`config.mk`:
```
export PLATFORM = sky130hd
export DESIGN_NAME = prog_loader
export DESIGN_NICKNAME = d
export VERILOG_FILES = /design/src/rtl/prog_loader.sv
export SDC_FILE = /design/constraint.sdc
export NUM_CORES = 1
export LEC_CHECK = 0
export CAP_MARGIN = 20
export CORE_ASPECT_RATIO = 0.5
export CORE_MARGIN = 8
export CORE_UTILIZATION = 55
export CTS_CLUSTER_DIAMETER = 80
export DETAILED_ROUTE_END_ITERATION = 12
export PLACE_DENSITY = 0.81
export SLEW_MARGIN = 40
export SYNTH_ARGS = -nofsm -noshare
export SYNTH_HDL_FRONTEND = slang
export SYNTH_SLANG_ARGS = --single-unit
```
`constraint.sdc`:
```
create_clock -name clk -period 2.6 [get_ports clk]
set_input_delay 0.26 -clock clk [delete_from_list [all_inputs] [get_ports clk]]
set_output_delay 0.26 -clock clk [all_outputs]
set_load 0.01 [all_outputs]
```
`src/rtl/prog_loader.sv`:
```
// rtl/prog_loader.sv - Serial boot-image loader that writes words into instruction RAM.
// Frame: SYNC, LEN, N x (hi, lo), checksum; the CPU is held in reset until an image checks out.
module prog_loader #(
    parameter int         width       = 16,
    parameter int         iaddr_width = 8,
    parameter logic [7:0] SYNC        = 8'hA5
) (
    input  logic                   clk,
    input  logic                   reset,
    input  logic [7:0]             rx_data,
    input  logic                   rx_valid,
    output logic                   rx_ready,
    output logic [iaddr_width-1:0] iaddr_write,
    output logic [width-1:0]       idata_write,
    output logic                   i_write,
    output logic                   cpu_reset,
    output logic                   done,
    output logic                   error
);

    typedef enum logic [2:0] {
        S_IDLE,
        S_LEN,
        S_HI,
        S_LO,
        S_CSUM,
        S_DONE,
        S_ERR
    } state_t;

    localparam int              CW       = iaddr_width + 1;
    localparam logic [CW-1:0]   FULL_CNT = CW'(1) << iaddr_width;

    state_t                 state_q, state_d;
    logic [CW-1:0]          cnt_q, cnt_d;
    logic [iaddr_width-1:0] addr_q, addr_d;
    logic [7:0]             csum_q, csum_d;
    logic [7:0]             hi_q, hi_d;
    logic                   wr_q, wr_d;
    logic [iaddr_width-1:0] waddr_q, waddr_d;
    logic [width-1:0]       wdata_q, wdata_d;
    logic                   accept;

    assign rx_ready = ~reset;
    assign accept   = rx_valid & rx_ready;

    always_ff @(posedge clk) begin
        if (reset) begin
            state_q <= S_IDLE;
            cnt_q   <= '0;
            addr_q  <= '0;
            csum_q  <= '0;
            hi_q    <= '0;
            wr_q    <= 1'b0;
            waddr_q <= '0;
            wdata_q <= '0;
        end else begin
            state_q <= state_d;
            cnt_q   <= cnt_d;
            addr_q  <= addr_d;
            csum_q  <= csum_d;
            hi_q    <= hi_d;
            wr_q    <= wr_d;
            waddr_q <= waddr_d;
            wdata_q <= wdata_d;
        end
    end

    always_comb begin
        state_d = state_q;
        cnt_d   = cnt_q;
        addr_d  = addr_q;
        csum_d  = csum_q;
        hi_d    = hi_q;
        wr_d    = 1'b0;
        waddr_d = waddr_q;
        wdata_d = wdata_q;
        if (accept) begin
            case (state_q)
                S_IDLE, S_DONE, S_ERR: begin
                    if (rx_data == SYNC) begin
                        state_d = S_LEN;
                        cnt_d   = '0;
                        addr_d  = '0;
                        csum_d  = '0;
                    end
                end
                S_LEN: begin
                    // A length that reads as zero in the counter means a full-size image.
                    cnt_d   = (CW'(rx_data) == '0) ? FULL_CNT : CW'(rx_data);
                    csum_d  = csum_q + rx_data;
                    state_d = S_HI;
                end
                S_HI: begin
                    hi_d    = rx_data;
                    csum_d  = csum_q + rx_data;
                    state_d = S_LO;
                end
                S_LO: begin
                    csum_d  = csum_q + rx_data;
                    wr_d    = 1'b1;
                    waddr_d = addr_q;
                    wdata_d = width'({hi_q, rx_data});
                    cnt_d   = cnt_q - CW'(1);
                    // Address only advances when another word follows, so it never wraps.
                    if (cnt_q == CW'(1)) begin
                        state_d = S_CSUM;
                    end else begin
                        state_d = S_HI;
                        addr_d  = addr_q + iaddr_width'(1);
                    end
                end
                S_CSUM: begin
                    state_d = (rx_data == csum_q) ? S_DONE : S_ERR;
                end
                default: state_d = S_IDLE;
            endcase
        end
    end

    assign i_write     = wr_q;
    assign iaddr_write = waddr_q;
    assign idata_write = wdata_q;
    assign done        = (state_q == S_DONE);
    assign error       = (state_q == S_ERR);
    assign cpu_reset   = (state_q != S_DONE);

endmodule

```
Word-level counts from Yosys, hierarchy flattened --
Cells that the tools add are included.
Storage, ports and cells: register bits after elaboration 61, input bits 11, output and inout port bits 29, logic and storage cells 52
Operators by class: $add $sub $neg 3, equal/unequal tests 12, multiplexer cells 12, bitwise gates (word level) 3, reduce and logical (&&, ||, !) cells 14
Operators by type and width (number):
- 8-bit one-hot mux with 2 select lines | 2
- 9-bit one-hot mux with 3 select lines | 1
- 9-bit 2-to-1 mux | 2
- 8-bit 2-to-1 mux | 2
- 3-bit one-hot mux with 5 select lines | 1
- 3-bit == test, second input constant | 3
- 9-bit by 1-bit == test with 1-bit output, second input constant | 1
- 9-bit by 1-bit subtractor with 9-bit output, second input constant | 1
- 8-bit by 1-bit adder with 8-bit output, second input constant | 1
- 8-bit adder | 1
- 8-bit == test | 1
- 8-bit == test, second input constant | 1
- 8-bit zero test | 1
- 3-bit by 2-bit == test with 1-bit output, second input constant | 2
- 3-bit 2-to-1 mux | 2
- 2-bit AND reduction | 3
- 3-bit AND reduction | 2
- 3-bit OR reduction | 2
- 2-bit != test, second input constant | 2
- 4-bit AND reduction | 1
- 2-bit nonzero test | 2
- 3-bit by 1-bit == test with 1-bit output, second input constant | 1
- 3-bit zero test | 1
- 3-bit != test, second input constant | 1
- other kinds (6) | 7

Logic depth before layout (Yosys ltp) --
Gate-level depths: netlist of the first run.
depth in word-level cells 4, gate-level depth with buffers 8, depth with buffers taken out 8

Least setup slack after synthesis of the first run --
No wires, ideal clock.
path type in2reg, from input port rx_data[1], to register csum_q[3], arrival 2003 ps, required time 2530 ps, slack 526 ps, stages 7, buffers on the path 2, cell sequence or4_1 buf_2 or3_1 a221o_1 buf_6 nand3b_1 a21oi_1
On the way: longest elaborated chain between the ends 3, elaborated cells on any way between the ends 5, those cells by class add/sub (1); eq/ne (2); mux (1); reduce/logical (1)
RTL lines:
- start, declared | line 10 | input logic [7:0] rx_data,
- branches (longest 3 deep; another with 8-bit adder)
- end signal, assigned | line 61 | csum_q <= csum_d;
- end, declared | line 37 | logic [7:0] csum_q, csum_d;
Several ways; the timed one is not identified. A chain may end at the register's enable or synchronous reset.

Worst setup path in the final report of the first run --
from input port rx_data[1], to register addr_q[6]
On the way: longest elaborated chain between the ends 3
RTL lines:
- 8-bit == test | line 81 | if (rx_data == SYNC) begin
- 2-bit != test (no line)
- 4-bit AND reduction (no line)
- end signal, assigned | line 60 | addr_q <= addr_d;
- end, declared | line 36 | logic [iaddr_width-1:0] addr_q, addr_d;
No other way between the ends.

==> results of run 1 <==
[worst max-delay path, stage by stage]
cell and delay [ns]:
clkdlybuf4s50_1 0.41, or4_1 0.66, or2_1 0.31, a21o_1 0.27
buf_4 0.20, o311ai_1 0.35, o31ai_1 0.14
[per-layer routing]
layer	vias to the layer above	routed length [um]	GRT usage, %
met5	-	0	0
met4	0	225	9.115
met3	26	909	6.661
met2	147	4048	33.61
met1	1504	3880	28.60
li1	1515	-	-
[final cells by class]
cell class / count / share of cell area, %
clock buffer: 10 / 5.696
clock inverter: 6 / 2.770
multi-input combinational: 296 / 44.13
tap: 73 / 2.272
inverter: 12 / 1.120
sequential: 61 / 30.38
timing repair buffer: 60 / 13.63
[sequential cells by signal (all words and copies together), names as in the netlist]
| name | cells |
|---|---|
| cnt_q | 9 |
| addr_q | 8 |
| iaddr_write | 8 |
| state_q | 3 |
| hi_q | 8 |
| i_write | 1 |
| csum_q | 8 |
| idata_write | 16 |
[through the flow]
step           std cells  cell area, sq um
2_1_floorplan        395              3138
3_3_place_gp         502              3676
3_5_place_dp         502              3676
4_1_cts              518              4016
5_1_grt              518              4020
6_report             518              4020
[Yosys cell counts (4+ instances only)]
cell type / number
or4_1: 5
xor2_1: 5
dfxtp_1: 61
o31ai_1: 4
nor2_1: 18
ha_1: 10
o21ai_1: 17
nand3b_1: 5
nor3_1: 6
a21o_1: 4
o211ai_1: 25
clkbuf_1: 22
nand4_1: 6
nand3_1: 11
or3_1: 6
inv_1: 11
a211oi_1: 4
nand2b_1: 7
a21oi_1: 21
nand2_1: 87
nor4_1: 4
o21ai_0: 4
[final timing paths]
check | start | end | slack [ns] | cells after the start
worst max-delay path | rx_data[1] | addr_q[6]$_SDFFE_PP0P_ | 0.19 | 7
worst min-delay path | hi_q[7]$_SDFFE_PP0P_ | idata_write[15]$_SDFFE_PP0P_ | 0.44 | 2
worst max register to register | state_q[2]$_SDFFE_PP0P_ | addr_q[6]$_SDFFE_PP0P_ | 0.35 | 6
worst min register to register | hi_q[7]$_SDFFE_PP0P_ | idata_write[15]$_SDFFE_PP0P_ | 0.44 | 2
[kinds of logic after synthesis]
logic type | Yosys count | share of synthesized area (%)
xor+xnor | 6 | 1.675
simple gates | 173 | 26.72
compound gates | 103 | 22.25
mux | 3 | 0.9570
fa+ha+maj | 11 | 4.625
flops | 61 | 38.92
buf+inv | 38 | 4.864
[where the power goes]
part / switching, mW / leakage (nW) / internal, mW / total (mW)
registers: 0.000354 / 0.491 / 0.935 / 0.936
logic: 0.0642 / 0.922 / 0.0399 / 0.104
clock network: 0.432 / 0.163 / 0.935 / 1.37
==> impl_metrics.csv, run 1 <==
group,metric,value,unit
yosys,ys_seq_elements,61,
flow_run,maxCapViolations,0,
critical_path,worstPathArrival,2.60,ns
timing,relSlewSlack,52.09,%
final_layout,ff_latch_area,1221,sq um
detailed_routing,wl_per_cell,17.50,um
detailed_routing,wl,9063,um
yosys,netlist_top_cells_area,"dfxtp_1, nand2_1, o211ai_1",
clock_network,cts_buffer_depth,2,
clock_network,root_buffer,"clkbuf_16",
detailed_routing,drc,0,
grt,grt_max_degree,34,
yosys,synth_flop_cell,"dfxtp_1",
timing,skew,0.002696,ns
floorplan,placementRows,19,
detailed_routing,via_per_inst,6.162,
grt,grt_pass1_wl,15370,um
floorplan,initial_utilization,57.14,%
final_layout,nFillCells,411,
critical_path,cp-start-kind,"primary input",
final_layout,n_antenna_cell,0,
grt,grt_overflow,0,
yosys,synth.distinct_cells,58,
timing,setup_viol,0,
critical_path,path_max_fanout,9,
yosys,syn_inst,395,
clock_network,clock_latency,0.33,ns
yosys,yosysSeqAreaShare,38.92,%
clock_network,cts_setup_buffers,0,
pwr,cellPowerDensity,598.7,nW/um^2
final_layout,final_common_cell,"nand2_1",
placed_design,portBuffers,39,
detailed_routing,ant_nets,0,
timing,slew_viol_final,0,
pwr,power_leakage,1.575,nW
timing,finalCritPeriodShare,92.69,%
yosys,ys_async_sr_fraction,0,%
floorplan,die_x,122.8,um
timing,layout_min_cycle_time,2.410,ns
placed_design,dp_slack,-0.06686,ns
clock_network,tritoncts,"yes",
detailed_routing,initialDrtViolationCount,263,
pwr,finalPower,2.407,mW
timing,final_hold_viol_count,0,
yosys,syn_avg_cell_area,7.944,sq um
clock_network,cts.sinks,61,
yosys,synth_edf_count,0,
detailed_routing,num_vias,3192,
yosys,ys_warn_count,0,
floorplan,fp.dieH,69.41,um
timing,rsz0062_at_grt,"no",
final_layout,post-route-util,73.21,%
timing,worst_pin_slew,0.7187,ns
placed_design,post-dp-hpwl,6082,um
final_layout,area_growth,28.11,%
final_layout,multi_input_area,1774,sq um
critical_path,crit_type,"in -> reg",
yosys,yosysTopAreaCell,"dfxtp_1",
grt,grt_pass1_vias,3031,
final_layout,final_cell_mix,"nand2_1, dfxtp_1, clkdlybuf4s50_1, o211ai_1, buf_4",
critical_path,crit_path_end_kind,"flip-flop",
outcome,status,"finished, final reports clean",
clock_network,hold_buffers,0,
clock_network,htree_levels,3,
floorplan,coreArea,5492,sq um
placed_design,gp_congestion,0.8919,
yosys,synth_area,3138,sq um
grt,grt_antenna_before_repair,0,
timing,final.setup.worst_slack,0.1900,ns
final_layout,nNetsFinal,462,
yosys,synth_nets,417,
clock_network,cts_made_buffers,9,
worst_hold_path,hp-class,"reg -> reg",
critical_path,worstPathRequired,2.79,ns
timing,fmaxAchievable,0.4149,GHz
detailed_routing,first_pass_iters,5,
pwr,vdd_drop_max,0.5917,mV
clock_network,cts_resized,0,
timing,hold_ws,0.4414,ns
yosys,synth_top_area_share,38.92,%
floorplan,io_pins,40,
grt,track_usage,22.20,%
timing,tns,0,ns
floorplan,die_area,8525,sq um
clock_network,path_clk_slew,0.05,ns
final_layout,drive_gt1_share,9.438,%
(Power assumes the default switching activity.)
==> inputs of run 2 (changes only) <==
TNS_END_PERCENT = 10   (was unset)
==> results of run 2 <==
Same layout as run 1: the final DEF is identical, and so are final timing and power.
